`src/rtl/fetch_unit.sv`:
```
// Instruction fetch stage: single-outstanding word fetch feeding decode.
// Ports: clk/reset, Imem req (valid/ready/addr), Imem resp (valid/data),
// decode out (Instruction/InstrPC/InstrValid/InstrReady), Redirect/RedirectPC,
// AddrFault (sticky misaligned redirect), FetchCount (decode handshakes).
module fetch_unit #(
  parameter logic [31:0] RESET_PC  = 32'h0000_0000,
  parameter logic [31:0] NOP_INSTR = 32'h0000_0013
) (
  input  logic        clk,
  input  logic        reset,
  output logic        ImemReqValid,
  input  logic        ImemReqReady,
  output logic [31:0] ImemAddr,
  input  logic        ImemRespValid,
  input  logic [31:0] ImemRespData,
  output logic [31:0] Instruction,
  output logic [31:0] InstrPC,
  output logic        InstrValid,
  input  logic        InstrReady,
  input  logic        Redirect,
  input  logic [31:0] RedirectPC,
  output logic        AddrFault,
  output logic [31:0] FetchCount
);

  typedef enum logic [2:0] {
    IDLE,
    REQ,
    WAIT,
    HOLD,
    FAULT
  } state_t;

  state_t      state;
  logic [31:0] fetch_pc;
  logic        drop;
  logic        bad_redir;
  logic        take;

  assign ImemAddr  = fetch_pc;
  assign bad_redir = Redirect && (RedirectPC[1:0] != 2'b00);
  assign take      = InstrValid && InstrReady;

  always_ff @(posedge clk) begin
    if (reset) begin
      state        <= IDLE;
      fetch_pc     <= RESET_PC;
      drop         <= 1'b0;
      ImemReqValid <= 1'b0;
      InstrValid   <= 1'b0;
      Instruction  <= NOP_INSTR;
      InstrPC      <= 32'h0;
      AddrFault    <= 1'b0;
      FetchCount   <= 32'h0;
    end else if (state != FAULT && bad_redir) begin
      // misaligned target: park until reset
      state        <= FAULT;
      AddrFault    <= 1'b1;
      drop         <= 1'b0;
      ImemReqValid <= 1'b0;
      InstrValid   <= 1'b0;
      Instruction  <= NOP_INSTR;
    end else begin
      unique case (state)
        IDLE: begin
          if (Redirect) fetch_pc <= RedirectPC;
          state        <= REQ;
          ImemReqValid <= 1'b1;
        end
        REQ: begin
          if (Redirect) fetch_pc <= RedirectPC;
          if (ImemReqReady) begin
            // old address was accepted; its data is stale on redirect
            drop         <= Redirect;
            state        <= WAIT;
            ImemReqValid <= 1'b0;
          end
        end
        WAIT: begin
          if (Redirect) begin
            fetch_pc <= RedirectPC;
            if (ImemRespValid) begin
              drop         <= 1'b0;
              state        <= REQ;
              ImemReqValid <= 1'b1;
            end else begin
              drop <= 1'b1;
            end
          end else if (ImemRespValid) begin
            if (drop) begin
              drop         <= 1'b0;
              state        <= REQ;
              ImemReqValid <= 1'b1;
            end else begin
              Instruction <= ImemRespData;
              InstrPC     <= fetch_pc;
              InstrValid  <= 1'b1;
              state       <= HOLD;
            end
          end
        end
        HOLD: begin
          if (take) FetchCount <= FetchCount + 32'd1;
          if (Redirect) fetch_pc <= RedirectPC;
          else if (take) fetch_pc <= fetch_pc + 32'd4;
          if (Redirect || take) begin
            InstrValid   <= 1'b0;
            Instruction  <= NOP_INSTR;
            state        <= REQ;
            ImemReqValid <= 1'b1;
          end
        end
        FAULT: begin
        end
        default: begin
          state <= FAULT;
        end
      endcase
    end
  end

endmodule

```
`config.mk`:
```
export PLATFORM = sky130hd
export DESIGN_NAME = fetch_unit
export DESIGN_NICKNAME = d
export VERILOG_FILES = /design/src/rtl/fetch_unit.sv
export SDC_FILE = /design/constraint.sdc
export NUM_CORES = 1
export LEC_CHECK = 0
export ABC_AREA = 1
export BUFFER_PORTS_ARGS = -buffer_cell sky130_fd_sc_hd__buf_2
export CAP_MARGIN = 20
export CORE_ASPECT_RATIO = 1.2
export CORE_MARGIN = 1.5
export CORE_UTILIZATION = 40
export CTS_CLUSTER_DIAMETER = 80
export DETAILED_ROUTE_END_ITERATION = 7
export GPL_TIMING_DRIVEN = 0
export PLACE_DENSITY = 0.76
export SLEW_MARGIN = 20
export SYNTH_ARGS = -nofsm -noshare
export SYNTH_HDL_FRONTEND = slang
export SYNTH_SLANG_ARGS = --single-unit
```
`constraint.sdc`:
```
create_clock -name clk -period 2 [get_ports clk]
set_input_delay 0.1 -clock clk [delete_from_list [all_inputs] [get_ports clk]]
set_output_delay 0.1 -clock clk [all_outputs]
set_load 0.1 [all_outputs]
```
; Word level (Yosys, flattened, before mapping)
; Cells that the tools add are included.
[op_classes]
bitwise = 4
n_eq_ne = 18
n_reduce_logical = 20
muxes = 34
addsub = 2
[ops]
columns = op, count
row1 = $mux W32, 7
row2 = $pmux W32 S2, 2
row3 = $add A32 B1 Y32 const B, 1
row4 = $add A32 B3 Y32 const B, 1
row5 = $ne A3 B3 Y1 const B, 7
row6 = $mux W3, 6
row7 = $pmux W3 S5, 1
row8 = $reduce_and A5 Y1, 3
row9 = $mux W1, 14
row10 = $ne A2 B2 Y1 const B, 6
row11 = $reduce_and A4 Y1, 3
row12 = $reduce_bool A2 Y1, 4
row13 = $eq A3 B2 Y1 const B, 2
row14 = $reduce_and A3 Y1, 2
row15 = $not A1 Y1, 4
row16 = $pmux W1 S2, 2
row17 = $pmux W1 S4, 1
row18 = $reduce_bool A4 Y1, 1
row19 = $eq A3 B1 Y1 const B, 1
row20 = $eq A3 B3 Y1 const B, 1
row21 = $logic_and A1 B1 Y1, 3
row22 = $logic_not A3 Y1, 1
row23 = $reduce_or A3 Y1, 1
row24 = $mux W2, 1
row25 = other kinds (3), 3
[word_totals]
output_inout_bits = 131
regBits = 135
in_bits = 70
wordCells = 88

; Logic depth before layout (Yosys ltp)
[logic_depth]
word_depth = 5
mapped_depth = 10
ltp_nobuf = 10

; Least setup slack after synthesis
; No wires, ideal clock.
[synth_path]
kind = register to register
from = register fetch_pc[3], in the netlist ImemAddr[3]
to = register fetch_pc[14], in the netlist ImemAddr[14]
required_ns = 1.878
slack_ns = -0.305
stages_incl_launch_ff = 11
path_buffers = 0
t_arrival_ns = 2.183
setup_time_ns = 0.122
period_less_slack_ns = 2.305
cell_sequence = dfxtp_1 ha_1 nand2_1 nor2_1 nand2_1 nor2_1 nand3_1 o21ai_0 nand2_1 nand2_1 a21oi_1
[synth_between]
elab_chain_len = 4
[synth_rtl]
columns = item, line_no
row1 = "start, declared", 35  ; logic [31:0] fetch_pc;
row2 = "start signal, assigned", 66  ; if (Redirect) fetch_pc <= RedirectPC;
row3 = "start signal, assigned", 71  ; if (Redirect) fetch_pc <= RedirectPC;
row4 = "start signal, assigned", 81  ; fetch_pc <= RedirectPC;
row5 = $add A32 B3 Y32, 105  ; else if (take) fetch_pc <= fetch_pc + 32'd4;
row6 = $mux W32, 105
row7 = $mux W32, 104  ; if (Redirect) fetch_pc <= RedirectPC;
row8 = $pmux W32 S2, 64  ; unique case (state)
; No other way between the ends. The select of a mux whose other input is x is not followed.
; A chain may end at the register's enable or synchronous reset.

; Worst setup path in the final report
[layout_path]
from = register state[2]
to = register fetch_pc[18], in the netlist ImemAddr[18]
[layout_between]
elab_chain_len = 4
elab_cells_between_ends = 13
classes_between = 6 x eq/ne / 1 x mux / 1 x bitwise / 5 x reduce/logical
[layout_rtl]
columns = item, line_no
row1 = "start, declared", 34  ; state_t state;
row2 = "start signal, assigned", 46  ; state <= IDLE;
row3 = "start signal, assigned", 57  ; state <= FAULT;
row4 = "start signal, assigned", 67  ; state <= REQ;
row5 = $eq A3 B2 Y1 (tied with other cells), 64
row6 = $reduce_or A3 Y1 (no source line) / $logic_and A1 B1 Y1 (equally long branches), n/a
row7 = $ne A2 B1 Y1 (no source line) (tied with other cells), n/a
row8 = $reduce_and A4 Y1 (no source line), n/a
; Several ways; a longest one is shown, not always the timed one.

==> results.toml <==
[outcome]
outcome = "complete, no violations"

[sta]
post-route-period-util_pct = 93.4
setup_viol = 0
tns_ns = 0
finalHoldViolCount = 0
fin_worst_skew_ns = 0.00899
hold_slack_ns = 0.00891
fin_crit_ns = 1.87
tightest_slew_ns = 0.708
drv_slew = 0
max_freq_ghz = 0.535
slew_headroom_pct = 52.8
rsz0062_at_grt = "no"

[setup_path]
cp-startpoint = "state[2]"
cp_max_fo = 10
critPathBufInv = 2
cp_top_family = "simple AND/OR/NAND/NOR gates"
crit_chain = "inv_2 > nand3_2 > nor2_2 > clkbuf_1 > nand3_1 > nand2_1 > a21oi_1"
start_kind = "flop"
rr_startpoint = "state[2]"
critical_path_required_ns = 2.29
crit_type = "reg -> reg"
setup.worst_path.end = "ImemAddr[18]"
cp_slowest_cell = "clkbuf_1"
path_depth = 7
critPathArrivalTime_ns = 2.16
cp_slowest_stage_delay_ns = 0.44
r2r-end = "ImemAddr[18]"
rrSetupSlack_ns = 0.13
reg2reg_depth = 7
end_kind = "flop"

[layout]
multi_input_area_um2 = 3470
final_cells = 1517
area_delta_synth_final_pct = 33.7
final_nets = 1364
drive_above_1_share_pct = 23.7
final_util_pct = 54.7
n_fill_cell = 1640
seqCellArea_um2 = 2740
antenna_cells = 0

[drt]
ant_nets = 0
drc = 0
wirelength_um = 22900
firstDrtPassIters = 5
routed_via_density = 5.16
drt_iter0_markers = 428
wl_per_cell_um = 15.1
num_vias = 7834

[clock_network]
clockRootBuffer = "clkbuf_16"
tritoncts = "yes"
cts_buffer_depth = 2
cts_inserted_buffers = 17
htreeDepth = 4
numClockSinks = 135
clk_latency_ns = 0.43
clk_pin_slew_ns = 0.06

[synthesis]
ys_seq_area_share_pct = 40.6
ys_top_cells_by_count = "nand2_1 (306), nor2_1 (185), dfxtp_1 (135)"
netlist_area_um2 = 6660
ys.flop_type = "dfxtp_1"
yosysMostFrequentCell = "nand2_1"
synth_area_per_cell_um2 = 6.40
synth_top_area_cell = "dfxtp_1"
synth_warnings = 0
synthTopCellsByArea = "dfxtp_1 (41%), nand2_1 (17%), nor2_1 (10%)"
synthCells = 1040
ys_seq_elements = 135
synth-edff-count = 0
async_flop_share_pct = 0
synth_cell_types = 38
syn-num-nets = 1112
synth_top_area_share_pct = 40.6

[pwr]
switching_share_pct = 31.3
combPwrFrac_pct = 15.0
power_density_nw_per_um2 = 805
design_power_total_mw = 7.17
power_leakage_nw = 3.75
p_clk_share_pct = 45.0
p_sw_mw = 2.24
internal-power_mw = 4.93
peakVddDrop_mv = 0.558
seqPwrFrac_pct = 40.0

[global_route]
first_global_vias = 7326
antenna_found_initial = 0
grt_pass1_wl_um = 35900
grt_max_degree = 17
grt_overflow_total = 0
grt_usage_pct = 26.2

[die]
fp.dieW_um = 121
start_util_pct = 40.9
die_h_um = 144
core_um2 = 16300
num_rows = 51
die_area_um2 = 17400
pin_count = 201

[hold_path]
hp-class = "in -> reg"

[placed_design]
numPortBuffers = 200
dp_cells = 1452
gp_congestion = 0.978
hpwl_um = 16900

[job]
max-cap-violations = 0
[metrics by stage]
step | instance area (um^2) | worst slack [ns]
floorplan | 6700 | 0.00589
global placement | 7960 | 0.182
detailed placement | 7960 | 0.151
CTS | 8900 | 0.137
global route | 8900 | 0.0325
finish | 8900 | 0.132
[cells by family after synthesis]
logic type / share of synthesized area [%]
simple gates: 36.7
fa+ha+maj: 0.376
buf+inv: 7.33
flops: 40.6
compound gates: 14.5
xor+xnor: 0.526
[flip-flops by register name, summed over array words and instances (netlist names)]
register	cells
AddrFault	1
FetchCount	32
drop	1
InstrPC	32
ImemAddr	32
InstrValid	1
ImemReqValid	1
Instruction	32
state	3
[how the worst min path moves through the flow]
stage / startpoint / endpoint / slack, ns / depth (start not counted)
after CTS: RedirectPC[3] / ImemAddr[3] / 0.003 / 4
after global placement: ImemRespData[1] / Instruction[1] / 0.33 / 3
after floorplan: ImemRespData[0] / Instruction[0] / 0.24 / 2
final: RedirectPC[3] / ImemAddr[3] / 0.009 / 4
after detailed placement: ImemRespData[1] / Instruction[1] / 0.34 / 3
after global routing: RedirectPC[3] / ImemAddr[3] / 0.03 / 4
[worst reg2reg max path, delay by kind of cell (launching register included)]
kind            cells  cell delay, ns
simple gates        4            0.79
buf+inv             2            0.55
flops               1            0.34
compound gates      1            0.06
[power by group through the flow]
stage / Combinational, mW / Clock (mW) / Sequential (mW)
after global routing: 1.14 / 3.36 / 2.88
after detailed placement: 1.02 / 0 / 2.92
after global placement: 1.01 / 0 / 2.92
after floorplan: 0.300 / 0 / 3.37
after CTS: 1.07 / 3.25 / 2.86
final: 1.08 / 3.22 / 2.87
[cells in the final DEF (no fill, tap or decap), drive strengths merged, types with 2 or more instances in the layout]
cell	count
o21a	2
o21ai	65
dfxtp	135
nor2	190
nand2	310
xor2	2
nand4	11
nand3	61
nor4	2
clkbuf	34
o22ai	3
inv	83
clkinvlp	3
a21oi	111
buf	224
xnor2	2
nor3	10
dlygate4sd3	33
nand3b	7
clkinv	5
bufinv	2
ha	2
[repair_timing]
action,CTS,global route
setup endpoints to repair,0,2
hold buffers,33,0
gates resized for setup,0,1
hold endpoints to repair,33,0
buffers inserted,0,0
[layer usage]
layer / wire length, um / track usage [%]
met3: 1480 / 5.21
met1: 9650 / 32.0
met5: 0 / 0
met2: 11100 / 44.8
met4: 704 / 11.5
[layout make-up]
cell class                      instances  area share, %
Buffer                                 40           2.15
Clock buffer                           18           4.93
Clock inverter                         14           1.87
Inverter                               79           3.33
Multi-Input combinational cell        786           39.0
Sequential cell                       135           30.8
Tap cell                              212           2.98
Timing Repair Buffer                  233           15.0
Power figures use the tool's default switching activity.
